## config.mk

```make
export PLATFORM = sky130hd
export DESIGN_NAME = ps2_rx_deserializer
export DESIGN_NICKNAME = d
export VERILOG_FILES = /design/src/rtl/ps2_pkg.sv /design/src/rtl/ps2_input_filter.sv /design/src/rtl/ps2_rx_deserializer.sv
export SDC_FILE = /design/constraint.sdc
export NUM_CORES = 1
export LEC_CHECK = 0
export ABC_AREA = 1
export BUFFER_PORTS_ARGS = -buffer_cell sky130_fd_sc_hd__buf_2
export CORE_AREA = 2 2 77 79
export DETAILED_ROUTE_END_ITERATION = 7
export DIE_AREA = 0 0 79 81
export HOLD_SLACK_MARGIN = 0.12
export PLACE_DENSITY_LB_ADDON = 0.15
export SYNTH_ARGS = -nofsm -noshare
export SYNTH_HDL_FRONTEND = slang
export SYNTH_HIERARCHICAL = 1
export SYNTH_SLANG_ARGS = --single-unit
```

## constraint.sdc

```tcl
create_clock -name clk -period 1.66 [get_ports clk]
set_input_delay 0.332 -clock clk [delete_from_list [all_inputs] [get_ports clk]]
set_output_delay 0.332 -clock clk [all_outputs]
set_load 0.005 [all_outputs]
```

## src/rtl/ps2_pkg.sv

```systemverilog
// Shared types and constants for the PS/2 receive path.
package ps2_pkg;

  localparam int PS2_DATA_BITS  = 8;
  localparam int PS2_FRAME_BITS = 11;

  typedef enum logic [1:0] {
    IDLE   = 2'd0,
    DATA   = 2'd1,
    PARITY = 2'd2,
    STOP   = 2'd3
  } ps2_state_t;

  // Odd parity holds when the byte plus its parity bit carry an odd number of ones.
  function automatic logic odd_parity_ok(input logic [PS2_DATA_BITS-1:0] d, input logic p);
    return ^{d, p};
  endfunction

endpackage

```

## src/rtl/ps2_input_filter.sv

```systemverilog
// Synchronizes the raw PS/2 pins, debounces the clock line and flags its falling edges.
module ps2_input_filter #(
  parameter int FILTER_LEN = 8
) (
  input  logic clk,
  input  logic reset,
  input  logic ps2_clk,
  input  logic ps2_data,
  output logic clk_filt,
  output logic fe,
  output logic data_sync
);

  localparam int CW = $clog2(FILTER_LEN + 1);

  logic [1:0]    clk_sync;
  logic [1:0]    data_sync_q;
  logic [CW-1:0] cnt;
  logic          clk_filt_d;

  // The filtered clock only follows the synced pin after FILTER_LEN samples in a row disagree with it.
  always_ff @(posedge clk or negedge reset) begin
    if (!reset) begin
      clk_sync    <= 2'b11;
      data_sync_q <= 2'b11;
      cnt         <= '0;
      clk_filt    <= 1'b1;
      clk_filt_d  <= 1'b1;
      fe          <= 1'b0;
    end else begin
      clk_sync    <= {clk_sync[0], ps2_clk};
      data_sync_q <= {data_sync_q[0], ps2_data};
      if (clk_sync[1] == clk_filt) begin
        cnt <= '0;
      end else if (cnt == CW'(FILTER_LEN - 1)) begin
        clk_filt <= clk_sync[1];
        cnt      <= '0;
      end else begin
        cnt <= cnt + 1'b1;
      end
      clk_filt_d <= clk_filt;
      fe         <= clk_filt_d & ~clk_filt;
    end
  end

  assign data_sync = data_sync_q[1];

endmodule

```

## src/rtl/ps2_rx_deserializer.sv

```systemverilog
// PS/2 device-to-host frame receiver: start, 8 data bits LSB first, odd parity, stop.
module ps2_rx_deserializer
  import ps2_pkg::*;
#(
  parameter int FILTER_LEN     = 8,
  parameter int TIMEOUT_CYCLES = 2000
) (
  input  logic                     clk,
  input  logic                     reset,
  input  logic                     ps2_clk,
  input  logic                     ps2_data,
  input  logic                     rx_en,
  output logic [PS2_DATA_BITS-1:0] data_out,
  output logic                     data_valid,
  output logic                     parity_err,
  output logic                     frame_err
);

  localparam int TW = $clog2(TIMEOUT_CYCLES + 1);

  logic fe;
  logic sdata;
  logic clk_filt_unused;

  ps2_state_t               state_q, state_d;
  logic [PS2_DATA_BITS-1:0] shreg_q, shreg_d;
  logic [2:0]               cnt_q, cnt_d;
  logic                     par_q, par_d;
  logic [TW-1:0]            timer_q, timer_d;
  logic [PS2_DATA_BITS-1:0] dout_d;
  logic                     dv_d, pe_d, fr_d;

  ps2_input_filter #(
    .FILTER_LEN(FILTER_LEN)
  ) u_filter (
    .clk      (clk),
    .reset    (reset),
    .ps2_clk  (ps2_clk),
    .ps2_data (ps2_data),
    .clk_filt (clk_filt_unused),
    .fe       (fe),
    .data_sync(sdata)
  );

  // Priority: rx_en abort, then a clock edge, then the idle-line timeout.
  always_comb begin
    state_d = state_q;
    shreg_d = shreg_q;
    cnt_d   = cnt_q;
    par_d   = par_q;
    dout_d  = data_out;
    dv_d    = 1'b0;
    pe_d    = 1'b0;
    fr_d    = 1'b0;
    timer_d = (state_q == IDLE || fe) ? '0 : timer_q + 1'b1;

    if (!rx_en) begin
      state_d = IDLE;
      shreg_d = '0;
      cnt_d   = '0;
      timer_d = '0;
    end else if (fe) begin
      unique case (state_q)
        IDLE: begin
          if (!sdata) begin
            state_d = DATA;
            cnt_d   = '0;
          end
        end
        DATA: begin
          shreg_d = {sdata, shreg_q[PS2_DATA_BITS-1:1]};
          cnt_d   = cnt_q + 1'b1;
          if (cnt_q == 3'(PS2_DATA_BITS - 1)) state_d = PARITY;
        end
        PARITY: begin
          par_d   = sdata;
          state_d = STOP;
        end
        STOP: begin
          state_d = IDLE;
          if (!sdata) begin
            fr_d = 1'b1;
          end else if (odd_parity_ok(shreg_q, par_q)) begin
            dout_d = shreg_q;
            dv_d   = 1'b1;
          end else begin
            pe_d = 1'b1;
          end
        end
        default: state_d = IDLE;
      endcase
    end else if (state_q != IDLE && timer_q == TW'(TIMEOUT_CYCLES)) begin
      state_d = IDLE;
      fr_d    = 1'b1;
      timer_d = '0;
    end
  end

  always_ff @(posedge clk or negedge reset) begin
    if (!reset) begin
      state_q    <= IDLE;
      shreg_q    <= '0;
      cnt_q      <= '0;
      par_q      <= 1'b0;
      timer_q    <= '0;
      data_out   <= '0;
      data_valid <= 1'b0;
      parity_err <= 1'b0;
      frame_err  <= 1'b0;
    end else begin
      state_q    <= state_d;
      shreg_q    <= shreg_d;
      cnt_q      <= cnt_d;
      par_q      <= par_d;
      timer_q    <= timer_d;
      data_out   <= dout_d;
      data_valid <= dv_d;
      parity_err <= pe_d;
      frame_err  <= fr_d;
    end
  end

endmodule

```

==> out/qor.yml, run 1 <==
holdWs_ns: 0.3537
maxSlewHeadroom: 0.8158
crit_chain: "inv_2 > ha_1 > nor3_1 > nand4_1 > nand2_1 > inv_1 > nand2_4 > nor3_1"
timing.rr.start: "state_q[1]"
period_share: 0.9248
clk_pin_slew_ns: 0.09
setup_viol: 0
finalMaxSlewViolations: 0
drc_errors: 0
place_inst: 361
yosys-top-cells-area: "dfrtp_1 (45%), nand2_1 (11%), inv_1 (7.0%), dfstp_2 (6.9%), ha_1 (5.4%)"
syn_inst: 268
cp-end-kind: "register"
syn_area_per_cell_um2: 8.581
grt_pass1_wl_mm: 7.521
synth_top_cell_area_share: 0.4461
placed_cell_area_um2: 2507
synth_enable_flop_cells: 0
synth.most_common_cell: "nand2_1"
startpoint: "state_q[1]"
critPathMaxStageDelay_ns: 0.41
cts_buffer_depth: 2
io_buffers: 15
syn_nets: 283
cpMostUsedCell: "nor3_1"
place_ws_ns: -0.01105
criticalPathCategory: "reg2reg"
p_leak_uw: 0.001352
die_y_um: 81
cap_violations: 0
place_hpwl_mm: 3.048
async_flop_share: 1.000
crit_slowest_cell: "dfrtp_1"
r2r_cells: 8
cellPowerDensity_nw_per_um2: 890.7
cts_max_level: 2
status: "finished, final reports clean"
first_global_vias: 1646
critPathMaxFanout: 10
yosysSeqAreaShare: 0.5147
timing.reg2reg.setup_slack_ns: 0.12
drtIter0Drc: 88
diodes: 0
layout.cells.non_filler: 375
synth_ff_type: "dfrtp_1"
min_from: "u_filter/data_sync_q[0]"
core-area_um2: 5675
wl_mm: 4.222
overflow: 0
start_util: 0.4052
synth_area_um2: 2300
max_slew.worst_pin.slew_ns: 0.2743
fin_ws_ns: 0.1248
ir_drop_mv: 0.3525
gp_congestion: 0.7840
worstHoldPathCells: 0
crit_arrival_ns: 1.72
fin_nets: 314
drive_gt1_frac: 0.1533
hold_viol: 0
clock_latency_ns: 0.30
grt_max_degree: 48
fmax_mhz: 651.4
min_to: "u_filter/data_sync_q[1]"
avgRoutedWirePerCell_um: 11.26
ys_ff_latch: 47
ios: 16
synthToLayoutAreaGrowth_pct: 16.87
dr.pass1.iters: 4
antenna_left: 0
die_w_um: 79
netlist-cell-type-count: 23
ys_warn_count: 6
synth_top_cell_by_area: "dfrtp_1"
antenna_found_initial: 0
required_ns: 1.84
rows: 28
viasPerCell: 4.608
skew_ns: 0.009134
hold_path.class: "reg2reg"
root_buffer: "clkbuf_8"
cts_tree: "done"
postLayoutCellArea_um2: 2688
fin_crit_ns: 1.535
cts_sinks: 47
rr_endpoint: "timer_q[7]"
synth_common_cells: "nand2_1 (67), inv_1 (43), dfrtp_1 (41)"
die_area_um2: 6399
grt_usage: 0.1507
via_count: 1728
numCtsBuffers: 5
worstSetupStartpointType: "register"
worst max-delay path by stage:
stage,to,slack [ns]
final,timer_q[7],0.12
after global routing,data_out[6],-0.02
after CTS,timer_q[7],0.03
after detailed placement,timer_q[7],-0.01
after global placement,timer_q[7],0.03
after floorplan,timer_q[7],0.31
sequential cells by signal (all words and copies together) (netlist names), 2 cells and up:
name / flops
cnt_q: 3
data_out: 8
shreg_q: 8
state_q: 2
timer_q: 11
u_filter/clk_sync: 2
u_filter/cnt: 4
u_filter/data_sync_q: 2
layout make-up:
class | count | area [um^2]
sequential | 47 | 1184
inverter | 43 | 161.4
fill | 580 | 2988
clock inverter | 2 | 35.03
tap | 75 | 93.84
clock buffer | 6 | 82.58
multi-input combinational | 177 | 960.9
timing repair buffer | 25 | 170.2
cells in the final DEF (no fill, tap or decap), types with 6 or more instances in the layout:
cell | Yosys | final
nand3_1 | 17 | 16
nor2_1 | 26 | 26
inv_1 | 43 | 42
dfstp_2 | 6 | 6
o21ai_0 | 15 | 15
buf_2 | 0 | 15
nand2_1 | 67 | 67
nand4_1 | 9 | 9
dfrtp_1 | 41 | 41
ha_1 | 10 | 10
clkbuf_8 | 0 | 6
buf_4 | 0 | 6
cells by family after synthesis:
family | share of synthesized area
XOR/XNOR | 0.03427
buffers and inverters | 0.07181
flip-flops | 0.5147
AO/OA/AOI/OAI | 0.05332
adder cells (fa/ha/maj) | 0.05441
AND/OR/NAND/NOR | 0.2715
timing repair:
item | 4_1_cts | 5_1_grt
hold endpoints to repair | 43 | 0
gates resized for setup | 1 | 2
buffers inserted | 0 | 3
hold buffers | 3 | 0
gates cloned | 0 | 0
setup endpoints to repair | 5 | 18
routing by layer:
metal	up-vias	GRT usage	share of wire
li1	909	-	-
met1	788	0.2033	0.51
met2	25	0.2415	0.45
met3	6	0.03667	0.035
met4	0	0.04655	0.013
met5	-	0	0
per-stage QoR:
stage | setup TNS [ns] | power, uW | utilization
after global placement | 0 | 1530 | 0.4418
after CTS | 0 | 2425 | 0.4687
after detailed placement | -0.02569 | 1534 | 0.4418
after floorplan | 0 | 1443 | -
after global routing | -0.05565 | 2540 | 0.4735
final | 0 | 2394 | 0.4735
worst max-delay path: cells and delay by family, from the launching register on:
family	cells	cell delay (ns)
fa+ha+maj	1	0.20
flops	1	0.41
buf+inv	2	0.16
simple gates	5	0.66
power by group:
part | leakage (uW) | internal, uW | switching (uW) | total [uW]
Sequential | 0.000633 | 1220 | 58.2 | 1280
Combinational | 0.000658 | 94.3 | 155 | 249
Clock | 0.0000612 | 487 | 378 | 865
Total | 0.00135 | 1800 | 590 | 2390
No activity file was read; power rests on OpenSTA's default activity.
==> run 2, diff against run 1 <==
CTS_CLUSTER_DIAMETER = 30   (was not set)
GPL_TIMING_DRIVEN = 0   (was not set)
SKIP_LAST_GASP = 1   (was not set)
==> run 2 against run 1 <==
  * Sequential power hardly changed
  * Wire length is 4.8% lower
  * Flip-flop and latch count stayed put
  * Non-clock buffer count is 4 lower
  * Register-to-register slack hardly changed
  * Total power is 7.2% lower
  * Sequential share of layout area is 0.95 points higher
  * Fmax is 0.49% lower
  * Clock skew is 0.0044 ns lower
  * Global-route usage is 1.2 points lower
  * Combinational power is 8% lower
  * Critical endpoint is now timer_q[5]
==> out/qor.yml, run 2 (synthesized netlist as in run 1, its figures left out) <==
status: "finished, final reports clean"
numCtsBuffers: 5  # unchanged
die_y_um: 81  # unchanged
crit_arrival_ns: 1.73  # about the same
core-area_um2: 5675  # unchanged
place_ws_ns: 0.01685  # +0.02790 ns
io_buffers: 15  # unchanged
cts_tree: "done"
rsz0062_at_grt: "false"
rows: 28  # unchanged
drive_gt1_frac: 0.1650  # +0.01165
ir_drop_mv: 0.7033  # +100%
gp_congestion: 0.7898  # +0.74%
setup_tns_ns: 0  # unchanged
root_buffer: "clkbuf_8"
hold_path.class: "in2async"
grt_pass1_wl_mm: 7.017  # -6.7%
hold_viol: 0  # unchanged
viasPerCell: 4.530  # -1.7%
clock_latency_ns: 0.29  # about the same
p_leak_uw: 0.001308  # -3.3%
cap_violations: 0  # unchanged
drc_errors: 0  # unchanged
finalMaxSlewViolations: 0  # unchanged
skew_ns: 0.004696  # -0.004438 ns
wl_mm: 4.021  # -4.8%
required_ns: 1.85  # about the same
fin_crit_ns: 1.543  # +0.007597 ns
timing.reg2reg.setup_slack_ns: 0.12  # about the same
cts_buffer_depth: 2  # unchanged
place_hpwl_mm: 2.999  # -1.6%
critPathMaxFanout: 5  # -5
r2r_cells: 8  # unchanged
period_share: 0.9294  # +0.004577
fin_nets: 311  # -0.96%
antenna_left: 0  # unchanged
maxSlewHeadroom: 0.3202  # -0.4956
clk_pin_slew_ns: 0.08  # about the same
grt_max_degree: 48  # unchanged
cts_max_level: 2  # unchanged
largest_register_ffs: 11  # unchanged
synthToLayoutAreaGrowth_pct: 14.53
max_slew.worst_pin.slew_ns: 1.020  # +0.7454 ns
first_global_vias: 1612  # -2.1%
drtIter0Drc: 87  # -1.1%
place_inst: 358  # -0.83%
start_util: 0.4052  # unchanged
antenna_found_initial: 0  # unchanged
final_cell_mix: "nand2_1 (65), dfrtp_1 (40), inv_1 (39), nor2_1 (26), nand3_1 (16)"
top_register: "timer_q"
via_count: 1685  # -2.5%
fmax_mhz: 648.2  # -0.49%
diodes: 0  # unchanged
die_w_um: 79  # unchanged
layout.cells.non_filler: 372  # -0.80%
overflow: 0  # unchanged
avgRoutedWirePerCell_um: 10.81  # -4.0%
cp-end-kind: "register"
grt_usage: 0.1390  # -0.01173
rr_endpoint: "timer_q[5]"
largestRegisters: "timer_q x11, data_out x8, shreg_q x8"
criticalPathCategory: "reg2reg"
ios: 16  # unchanged
setup_viol: 0  # unchanged
worstSetupStartpointType: "register"
timing.rr.start: "state_q[1]"
dr.pass1.iters: 4  # unchanged
cellPowerDensity_nw_per_um2: 843.5  # -5.3%
cts_sinks: 47  # unchanged
p_total_uw: 2222  # -7.2%
final_common_cell: "nand2_1"
die_area_um2: 6399  # unchanged
fin_ws_ns: 0.1172  # -0.007597 ns
==> run 2: cell types whose count changed in the layout (fill, tap and decap cells not counted), moves of 2 or more <==
cell,before,now
inv_2,1,4
nand2_2,3,6
nand2_1,67,65
buf_4,6,3
inv_1,42,39
clkbuf_1,0,2
==> run 2: timing repair <==
| item | 4_1_cts | 5_1_grt |
|---|---|---|
| pin swaps | 0 | 2 |
| hold buffers | 2 | 0 |
| endpoints found under the setup margin | 1 | 22 |
| buffers inserted | 0 | 3 |
| resized for setup | 1 | 9 |
| cloned | 0 | 1 |
| endpoints found under the hold margin | 2 | 0 |
==> run 2: per-stage QoR <==
stage	hold slack, ns	area (um^2)	utilization
after floorplan	0.03641	2300	-
final	0.2137	2634	0.4641
after global placement	0.3462	2469	0.4350
after global routing	0.3042	2634	0.4641
after CTS	0.2478	2589	0.4561
after detailed placement	0.3469	2469	0.4350
==> run 2: layer usage <==
| layer | track usage | wire, um | vias to the layer above |
|---|---|---|---|
| li1 | - | - | 904 |
| met1 | 0.1647 | 1872 | 757 |
| met2 | 0.2483 | 1980 | 19 |
| met3 | 0.03000 | 118 | 5 |
| met4 | 0.05172 | 49 | 0 |
| met5 | 0 | 0 | - |
==> run 2: worst max-delay path by stage <==
stage | from | endpoint | cells after the start
floorplan | state_q[0] | timer_q[7] | 8
global placement | state_q[0] | timer_q[7] | 8
detailed placement | state_q[0] | timer_q[7] | 8
CTS | state_q[0] | timer_q[7] | 8
global route | state_q[1] | state_q[0] | 8
finish | state_q[1] | timer_q[5] | 8
==> run 2: worst max-delay path: stages (launching register included) <==
cell     delay (ns)
dfrtp_1        0.41
inv_2          0.08
ha_1           0.22
nor3_1         0.17
nand4_1        0.18
nand2_2        0.14
inv_2          0.07
nand2_2        0.11
nor3_1         0.06
==> run 2: area by class of cell <==
cell class / count / area [um^2]
Multi-Input combinational cell: 178 / 977.2
Clock buffer: 7 / 86.33
Clock inverter: 1 / 8.758
Fill cell: 584 / 3042
Sequential cell: 47 / 1185
Buffer: 1 / 3.754
Tap cell: 75 / 93.84
Inverter: 43 / 161.4
Timing Repair Buffer: 20 / 117.6
==> run 2: power breakdown <==
part           total, uW  switching (uW)  internal [uW]  leakage (uW)
combinational        230             153           77.2      0.000628
clock                709             368            341     0.0000484
sequential          1280            59.3           1220      0.000631
total               2220             580           1640       0.00131
